===== src/rtl/uart_cmd_parser_if.sv =====
// Byte-in / command-out bundle between the UART receiver, the command parser
// and the downstream command dispatcher.
`timescale 1ns/1ps
interface uart_cmd_parser_if #(
  parameter int PAYLOAD_W = 52
);
  logic [7:0]           rx_data;
  logic                 rx_valid;
  logic                 cmd_valid;
  logic                 cmd_ready;
  logic [2:0]           cmd_op;
  logic [PAYLOAD_W-1:0] cmd_payload;
  logic                 err;
  logic                 busy;

  modport master (
    output rx_data, rx_valid, cmd_ready,
    input  cmd_valid, cmd_op, cmd_payload, err, busy
  );

  modport slave (
    input  rx_data, rx_valid, cmd_ready,
    output cmd_valid, cmd_op, cmd_payload, err, busy
  );
endinterface


===== src/rtl/uart_cmd_parser.sv =====
// ASCII host command decoder: "*<op><hex digits>" frames become one binary
// command held under a valid/ready handshake.
`timescale 1ns/1ps
module uart_cmd_parser #(
  parameter int PAYLOAD_W = 52,
  parameter int CNT_W     = 4
) (
  input  logic             clk,
  input  logic             rst,
  uart_cmd_parser_if.slave bus
);

  localparam logic [7:0] STAR = 8'h2A;

  typedef enum logic [1:0] {IDLE, OPCODE, DIGITS, ISSUE} state_t;

  state_t               state_q, state_d;
  logic [2:0]           op_q, op_d;
  logic [CNT_W-1:0]     cnt_q, cnt_d;
  logic [PAYLOAD_W-1:0] acc_q, acc_d;
  logic [PAYLOAD_W-1:0] pay_q, pay_d;
  logic                 err_q, err_d;

  logic [4:0]           hex_w;
  logic [3:0]           opd_w;
  logic [PAYLOAD_W-1:0] shifted_w;

  // Returns {is_hex, nibble}; letters a-f/A-F share the low nibble 1..6.
  function automatic logic [4:0] hex_nib(input logic [7:0] c);
    if (c >= 8'h30 && c <= 8'h39) return {1'b1, c[3:0]};
    if ((c >= 8'h61 && c <= 8'h66) || (c >= 8'h41 && c <= 8'h46))
      return {1'b1, 4'(c[3:0] + 4'd9)};
    return 5'b0;
  endfunction

  // Returns {known, op}; lowercase letters only.
  function automatic logic [3:0] op_decode(input logic [7:0] c);
    case (c)
      8'h70:   return 4'b1_000;
      8'h6D:   return 4'b1_001;
      8'h67:   return 4'b1_010;
      8'h63:   return 4'b1_011;
      8'h65:   return 4'b1_100;
      default: return 4'b0_000;
    endcase
  endfunction

  function automatic logic [CNT_W-1:0] digit_count(input logic [2:0] op);
    case (op)
      3'd0:    return CNT_W'(13);
      3'd1:    return CNT_W'(7);
      3'd2:    return CNT_W'(8);
      default: return CNT_W'(3);
    endcase
  endfunction

  assign hex_w     = hex_nib(bus.rx_data);
  assign opd_w     = op_decode(bus.rx_data);
  assign shifted_w = {acc_q[PAYLOAD_W-5:0], hex_w[3:0]};

  always_comb begin
    state_d = state_q;
    op_d    = op_q;
    cnt_d   = cnt_q;
    acc_d   = acc_q;
    pay_d   = pay_q;
    err_d   = 1'b0;
    case (state_q)
      IDLE: begin
        if (bus.rx_valid && bus.rx_data == STAR) state_d = OPCODE;
      end
      OPCODE: begin
        if (bus.rx_valid) begin
          if (bus.rx_data == STAR) begin
            state_d = OPCODE;
          end else if (opd_w[3]) begin
            op_d    = opd_w[2:0];
            cnt_d   = digit_count(opd_w[2:0]);
            acc_d   = '0;
            state_d = DIGITS;
          end else begin
            err_d   = 1'b1;
            state_d = IDLE;
          end
        end
      end
      DIGITS: begin
        if (bus.rx_valid) begin
          if (bus.rx_data == STAR) begin
            err_d   = 1'b1;
            state_d = OPCODE;
          end else if (hex_w[4]) begin
            acc_d = shifted_w;
            cnt_d = cnt_q - 1'b1;
            if (cnt_q == CNT_W'(1)) begin
              pay_d   = shifted_w;
              state_d = ISSUE;
            end
          end else begin
            err_d   = 1'b1;
            state_d = IDLE;
          end
        end
      end
      ISSUE: begin
        // Bytes arriving while a command is pending are dropped, even a '*'
        // that lands on the handshake edge.
        if (bus.rx_valid) err_d = 1'b1;
        if (bus.cmd_ready) state_d = IDLE;
      end
      default: state_d = IDLE;
    endcase
  end

  always_ff @(posedge clk or negedge rst) begin
    if (!rst) begin
      state_q <= IDLE;
      op_q    <= '0;
      cnt_q   <= '0;
      acc_q   <= '0;
      pay_q   <= '0;
      err_q   <= 1'b0;
    end else begin
      state_q <= state_d;
      op_q    <= op_d;
      cnt_q   <= cnt_d;
      acc_q   <= acc_d;
      pay_q   <= pay_d;
      err_q   <= err_d;
    end
  end

  assign bus.cmd_valid   = (state_q == ISSUE);
  assign bus.busy        = (state_q != IDLE);
  assign bus.cmd_op      = op_q;
  assign bus.cmd_payload = pay_q;
  assign bus.err         = err_q;

endmodule


===== src/flat_wrapper.sv =====
// flat-port wrapper written by rule: the top's interface ports become plain ports
module uart_cmd_parser_flat 
#(
  parameter int PAYLOAD_W = 52,
  parameter int CNT_W     = 4
)
  (clk, rst, bus_rx_data, bus_rx_valid, bus_cmd_ready, bus_cmd_valid, bus_cmd_op, bus_cmd_payload, bus_err, bus_busy);
  uart_cmd_parser_if #(.PAYLOAD_W(PAYLOAD_W)) bus_i ();
  input  logic clk;
  input  logic rst;
  input wire logic [$bits(bus_i.rx_data)-1:0] bus_rx_data;
  input wire logic [$bits(bus_i.rx_valid)-1:0] bus_rx_valid;
  input wire logic [$bits(bus_i.cmd_ready)-1:0] bus_cmd_ready;
  output wire logic [$bits(bus_i.cmd_valid)-1:0] bus_cmd_valid;
  output wire logic [$bits(bus_i.cmd_op)-1:0] bus_cmd_op;
  output wire logic [$bits(bus_i.cmd_payload)-1:0] bus_cmd_payload;
  output wire logic [$bits(bus_i.err)-1:0] bus_err;
  output wire logic [$bits(bus_i.busy)-1:0] bus_busy;
  assign bus_i.rx_data = bus_rx_data;
  assign bus_i.rx_valid = bus_rx_valid;
  assign bus_i.cmd_ready = bus_cmd_ready;
  assign bus_cmd_valid = bus_i.cmd_valid;
  assign bus_cmd_op = bus_i.cmd_op;
  assign bus_cmd_payload = bus_i.cmd_payload;
  assign bus_err = bus_i.err;
  assign bus_busy = bus_i.busy;
  uart_cmd_parser #(.PAYLOAD_W(PAYLOAD_W), .CNT_W(CNT_W)) u_core (.clk(clk), .rst(rst), .bus(bus_i));
endmodule

===== config.mk =====
export PLATFORM = sky130hd
export DESIGN_NAME = uart_cmd_parser_flat
export DESIGN_NICKNAME = d
export VERILOG_FILES = /design/src/rtl/uart_cmd_parser_if.sv /design/src/rtl/uart_cmd_parser.sv /design/src/flat_wrapper.sv
export SDC_FILE = /design/constraint.sdc
export NUM_CORES = 1
export LEC_CHECK = 0
export CAP_MARGIN = 20
export CORE_MARGIN = 8
export CORE_UTILIZATION = 50
export CTS_BUF_LIST = sky130_fd_sc_hd__clkbuf_8 sky130_fd_sc_hd__clkbuf_16
export CTS_CLUSTER_DIAMETER = 50
export DETAILED_ROUTE_END_ITERATION = 12
export PLACE_DENSITY = 0.74
export SYNTH_ARGS = -nofsm -noshare
export SYNTH_HDL_FRONTEND = slang
export SYNTH_SLANG_ARGS = --single-unit

===== constraint.sdc =====
create_clock -name clk -period 5.8 [get_ports clk]
set_input_delay 1.74 -clock clk [delete_from_list [all_inputs] [get_ports clk]]
set_output_delay 1.74 -clock clk [all_outputs]
set_load 0.005 [all_outputs]

==> results of run 1 <==
[cell families (layout without fill, tap and decap cells)]
logic type / Yosys count / count (layout) / share of synthesized area
fa+ha+maj: 10 / 10 / 0.0262
simple gates: 46 / 46 / 0.0595
mux: 55 / 55 / 0.144
flops: 110 / 110 / 0.576
buf+inv: 33 / 103 / 0.0401
compound gates: 89 / 89 / 0.154
[flip-flops by register name, summed over array words and instances (netlist names)]
register,flops
u_core.bus.err,1
u_core.acc_q,48
u_core.bus.cmd_op,3
u_core.bus.cmd_payload,52
u_core.cnt_q,4
u_core.state_q,2
[power breakdown]
group          switching (mW)  leakage [nW]  total (mW)  internal, mW
registers              0.0141          1.53       0.796         0.782
logic                   0.119          1.11       0.191        0.0714
clock network           0.258         0.105       0.463         0.206
total                   0.391          2.74        1.45          1.06
[worst max path at each step]
stage	from	to	slack, ns	cells after the start
5_1_grt	bus_rx_data[0]	u_core.acc_q[4]$_DFFE_PN0P_	1.10	9
6_report	bus_rx_data[1]	u_core.acc_q[4]$_DFFE_PN0P_	1.28	9
3_5_place_dp	bus_rx_data[1]	u_core.acc_q[13]$_DFFE_PN0P_	0.94	9
2_1_floorplan	bus_rx_data[3]	u_core.bus.cmd_payload[28]$_DFFE_PN0P_	2.14	6
3_3_place_gp	bus_rx_data[1]	u_core.acc_q[11]$_DFFE_PN0P_	1.09	9
4_1_cts	bus_rx_data[1]	u_core.acc_q[4]$_DFFE_PN0P_	1.31	9
[layout by cell type, fill, tap and decap left out, types with 2 or more instances in the layout]
cell type	netlist	routed
a21oi_1	5	5
inv_1	13	14
nor3b_1	2	2
a22o_1	45	45
clkinv_4	0	2
nor2_1	8	8
nand4_1	3	3
buf_4	2	5
nand2b_1	2	2
nand2_1	11	11
o2bb2ai_1	5	5
mux2_2	29	29
mux2i_1	4	4
o21ai_0	11	11
mux2_4	20	20
nor2b_1	2	2
dfrtp_1	110	110
inv_8	0	2
nand3_1	4	4
mux2_1	2	2
ha_1	10	10
clkbuf_8	0	9
clkdlybuf4s50_1	0	68
[metrics by stage]
stage	area [um2]	cells	power, mW
global placement	5550	526	0.999
detailed placement	5550	526	1.00
global route	5760	542	1.52
CTS	5760	542	1.47
finish	5760	542	1.45
floorplan	4780	343	0.935
[tightest hold or removal path: stages, from the launching register on]
cell,delay (ns)
dfrtp_1,0.36
nand2_1,0.05
o21ai_0,0.06
[metal layers]
metal  global-route usage  vias up  wire length (um)
met4               0.0462        0                70
met5                    0        -                 0
met2                0.243       68              4550
met3               0.0486        6               474
met1                0.191     1489              4310
li1                     -     1408                 -
[cell type report]
| cell class | instances | area (um2) | area share |
|---|---|---|---|
| clock buffers | 9 | 124 | 0.0215 |
| clock inverters | 7 | 81.3 | 0.0141 |
| inverters | 13 | 48.8 | 0.00847 |
| multi-input cells | 200 | 1850 | 0.322 |
| flip-flops and latches | 110 | 2750 | 0.478 |
| well taps | 129 | 161 | 0.0280 |
| repair buffers | 74 | 738 | 0.128 |
==> results.py, run 1 <==
metrics = {
    "yosys": {
        "avgSynthCellArea_um2": 13.9,
        "yosys.area.top_type": "dfrtp_1",
        "synth_area_leaders": "dfrtp_1 (58%), a22o_1 (8.3%), mux2_2 (6.8%)",
        "synth_seq_cells": 110,
        "synth_cell_type_count": 58,
        "yosysMostFrequentCell": "dfrtp_1",
        "yosys.area.top_type_share": 0.576,
        "synth_common_cells": "dfrtp_1 (110), a22o_1 (45), mux2_2 (29)",
        "synth_nets": 365,
        "yosys_most_used_dff": "dfrtp_1",
        "synth-edff-count": 0,
        "ys_seq_area_frac": 0.576,
        "synthArstFlopShare": 1.00,
        "synth_cells": 343,
        "syn_area_mm2": 0.00478,
        "yosys_warnings": 0,
    },
    "global_routing": {
        "grtUsageTotal": 0.152,
        "antenna_found_initial": 0,
        "grt_pass1_vias": 3096,
        "grt_max_degree": 72,
        "grt_remaining_overflow": 0,
        "grt_pass1_wl_mm": 15.8,
    },
    "clock_tree": {
        "cts.clk_slew.worst_paths_ns": 0.09,
        "clock_path_buffers": 2,
        "root_buffer": "clkbuf_8",
        "cts_buffers": 9,
        "clk_latency_ns": 0.37,
        "cts-resized-gates": 0,
        "htreeDepth": 3,
        "clock_sinks": 110,
        "postCtsSetupRepairBufs": 0,
        "postCtsHoldBufs": 0,
        "tritoncts": "done",
    },
    "place": {
        "dp.final_hpwl_mm": 6.63,
        "dpl_worst_slack_ns": 0.939,
        "port_buffers": 69,
        "place.gp.congestion": 0.842,
    },
    "worst_hold_path": {
        "whs_endpoint": "u_core.bus.cmd_payload[3]$_DFFE_PN0P_",
        "whs_path_depth": 2,
        "worstHoldPathType": "reg -> reg",
        "hp-start": "u_core.bus.cmd_payload[3]$_DFFE_PN0P_",
    },
    "cells_and_area": {
        "drive_above_1_share": 0.191,
        "areaGrowthSynthToFinish_pct": 20.5,
        "final_util": 0.623,
        "nFillCells": 701,
        "nNetsFinal": 430,
        "antenna_cells": 0,
    },
    "critical_path": {
        "cp-end-kind": "register",
        "crit_type": "in -> reg",
        "cp_max_fo": 25,
        "crit_family": "buffers and inverters",
        "max_stage_delay_ns": 0.59,
        "arrival_ns": 4.82,
        "required_ns": 6.10,
        "r2r_cells": 7,
        "crit_buf_inv": 3,
        "path_cells": "clkdlybuf4s50_1, inv_1, ha_1, nor3b_1, a311oi_4, or2_2, o21ai_4, buf_4, a22o_1",
        "start_kind": "primary input",
        "r2r-end": "u_core.acc_q[4]$_DFFE_PN0P_",
        "r2r_setup_slack_ns": 3.03,
        "cpMaxStageDelayCell": "clkdlybuf4s50_1",
        "worstReg2RegStart": "u_core.state_q[0]$_DFFE_PN0P_",
    },
    "sta": {
        "clock.fmax_mhz": 221,
        "fin_worst_skew_ns": 0.0118,
        "fin_crit_sh": 0.779,
        "drv_slew": 0,
        "tightest_slew_ns": 0.869,
        "slew_headroom": 0.421,
        "hold_violations": 0,
        "layout_min_cycle_time_ns": 4.52,
        "setup_violations": 0,
        "holdWs_ns": 0.494,
        "finalSetupTns_ns": 0,
        "rsz0062_at_grt": "false",
        "worst_slack_ns": 1.28,
    },
    "floorplanning": {
        "rows": 35,
        "die_w_um": 114,
        "start_util": 0.517,
        "io_pins": 70,
        "die_y_um": 114,
        "core_region_area_mm2": 0.00924,
        "die_area_mm2": 0.0129,
    },
    "pwr": {
        "p_per_area_mw_per_mm2": 252,
        "ir_drop_mv": 0.194,
        "leakage_nw": 2.74,
    },
    "routing": {
        "routed_via_density": 5.48,
        "drt.antenna.violating_nets": 0,
        "drc": 0,
        "drtPass1Iterations": 4,
        "post_drt_wl_per_cell_um": 17.3,
        "routed_wl_mm": 9.40,
        "num_vias": 2971,
        "first_iter_violations": 132,
    },
    "status": {
        "outcome": "complete, no violations",
    },
    "run": {
        "cap_violations": 0,
    },
}
Power figures use the tool's default switching activity.
==> run 2, diff against run 1 <==
CORE_UTILIZATION = 49   (was 50)
PLACE_DENSITY = 0.76   (was 0.74)
clock period = 3.7 ns   (was 5.8 ns; I/O delays follow)
==> results.py, run 2 (synthesis gave the netlist of run 1 again) <==
metrics = {
    "clock_tree": {
        "clk_latency_ns": 0.36,
        "postCtsSetupRepairBufs": 0,
        "clock_sinks": 110,
        "cts_buffers": 9,
        "htreeDepth": 3,
        "root_buffer": "clkbuf_8",
        "postCtsHoldBufs": 0,
        "tritoncts": "done",
        "cts.clk_slew.worst_paths_ns": 0.11,
        "clock_path_buffers": 2,
        "cts-resized-gates": 0,
    },
    "sta": {
        "hold_violations": 0,
        "setup_violations": 0,
        "drv_slew": 0,
        "fin_worst_skew_ns": 0.0118,
        "clock.fmax_mhz": 312,
        "worst_slack_ns": 0.491,
        "holdWs_ns": 0.496,
        "finalSetupTns_ns": 0,
        "fin_crit_sh": 0.867,
        "rsz0062_at_grt": "false",
        "tightest_slew_ns": 0.682,
        "layout_min_cycle_time_ns": 3.21,
        "slew_headroom": 0.546,
    },
    "global_routing": {
        "grtUsageTotal": 0.151,
        "grt_pass1_vias": 3131,
        "grt_max_degree": 58,
        "grt_remaining_overflow": 0,
        "grt_pass1_wl_mm": 16.0,
        "antenna_found_initial": 0,
    },
    "floorplanning": {
        "io_pins": 70,
        "core_region_area_mm2": 0.00964,
        "die_area_mm2": 0.0132,
        "die_w_um": 115,
        "rows": 36,
        "die_y_um": 115,
        "start_util": 0.496,
    },
    "routing": {
        "drtPass1Iterations": 4,
        "routed_via_density": 5.43,
        "post_drt_wl_per_cell_um": 17.0,
        "routed_wl_mm": 9.45,
        "num_vias": 3013,
        "drc": 0,
        "first_iter_violations": 147,
        "drt.antenna.violating_nets": 0,
    },
    "cells_and_area": {
        "nNetsFinal": 439,
        "nFillCells": 799,
        "design_area_mm2": 0.00588,
        "drive_above_1_share": 0.211,
        "layout_common_cells": "dfrtp_1 (110), clkdlybuf4s50_1 (68), a22o_1 (45)",
        "final_cells": 555,
        "areaGrowthSynthToFinish_pct": 23.1,
        "final_common_cell": "dfrtp_1",
        "largest_reg_flops": 52,
        "final_util": 0.610,
        "antenna_cells": 0,
    },
    "place": {
        "place_inst": 539,
        "dp.final_hpwl_mm": 6.75,
        "dpl_worst_slack_ns": 0.127,
        "port_buffers": 69,
        "place.gp.congestion": 0.852,
        "placed_area_mm2": 0.00568,
    },
    "pwr": {
        "p_int_mw": 1.68,
        "comb_power_share": 0.143,
        "p_total_mw": 2.31,
        "leakage_nw": 2.80,
        "p_seq_frac": 0.541,
        "p_sw_frac": 0.271,
        "clockPowerShare": 0.316,
        "p_per_area_mw_per_mm2": 392,
        "ir_drop_mv": 0.258,
        "p_sw_uw": 625,
    },
    "status": {
        "outcome": "complete, no violations",
    },
    "critical_path": {
        "crit_family": "simple AND/OR/NAND/NOR gates",
        "cp-end-kind": "register",
        "cpMaxStageDelayCell": "clkdlybuf4s50_1",
        "max_stage_delay_ns": 0.55,
        "crit_type": "in -> reg",
        "start_kind": "primary input",
        "crit_buf_inv": 2,
        "path_cells": "clkdlybuf4s50_1, or4b_4, a311oi_4, buf_4, o2111ai_1, or4_1, nand4_1",
        "arrival_ns": 3.50,
        "cp_max_fo": 6,
        "required_ns": 3.99,
    },
    "worst_hold_path": {
        "worstHoldPathType": "reg -> reg",
    },
    "run": {
        "cap_violations": 0,
    },
}
-- run 2: tightest hold or removal path, stage by stage, from the launching register on --
cell     delay, ns
dfrtp_1       0.36
nand2_1       0.05
o21ai_0       0.06
-- run 2: final timing paths --
| check | start | endpoint | slack, ns | cells after the start |
|---|---|---|---|---|
| min reg2reg | u_core.bus.cmd_payload[6]$_DFFE_PN0P_ | u_core.bus.cmd_payload[6]$_DFFE_PN0P_ | 0.50 | 2 |
| max | bus_rx_data[6] | u_core.cnt_q[3]$_DFFE_PN0P_ | 0.49 | 7 |
| max in group asynchronous | rst | u_core.acc_q[33]$_DFFE_PN0P_ | 2.18 | 2 |
| max reg2reg | u_core.state_q[0]$_DFFE_PN0P_ | u_core.acc_q[10]$_DFFE_PN0P_ | 1.20 | 7 |
| min | u_core.bus.cmd_payload[6]$_DFFE_PN0P_ | u_core.bus.cmd_payload[6]$_DFFE_PN0P_ | 0.50 | 2 |
| min in group asynchronous | rst | u_core.bus.cmd_payload[45]$_DFFE_PN0P_ | 0.77 | 1 |
-- run 2: layout make-up --
| type | instances | area [um2] | share of cell area |
|---|---|---|---|
| Inverter | 13 | 48.8 | 0.00830 |
| Multi-Input combinational cell | 200 | 1850 | 0.315 |
| Clock inverter | 7 | 80.1 | 0.0136 |
| Tap cell | 133 | 166 | 0.0283 |
| Clock buffer | 9 | 124 | 0.0211 |
| Timing Repair Buffer | 83 | 856 | 0.146 |
| Sequential cell | 110 | 2750 | 0.468 |
-- run 2: power by group through the flow --
stage | combinational, mW | sequential, mW | clock (mW)
after floorplan | 0.201 | 1.26 | 0
after global placement | 0.318 | 1.27 | 0
after CTS | 0.332 | 1.25 | 0.748
final | 0.331 | 1.25 | 0.728
after detailed placement | 0.330 | 1.27 | 0
after global routing | 0.368 | 1.25 | 0.797
-- run 2: per-layer routing --
metal / wire length [um] / GRT usage
met4: 75 / 0.0403
met5: 0 / 0
met3: 425 / 0.0299
met1: 4280 / 0.192
met2: 4670 / 0.256
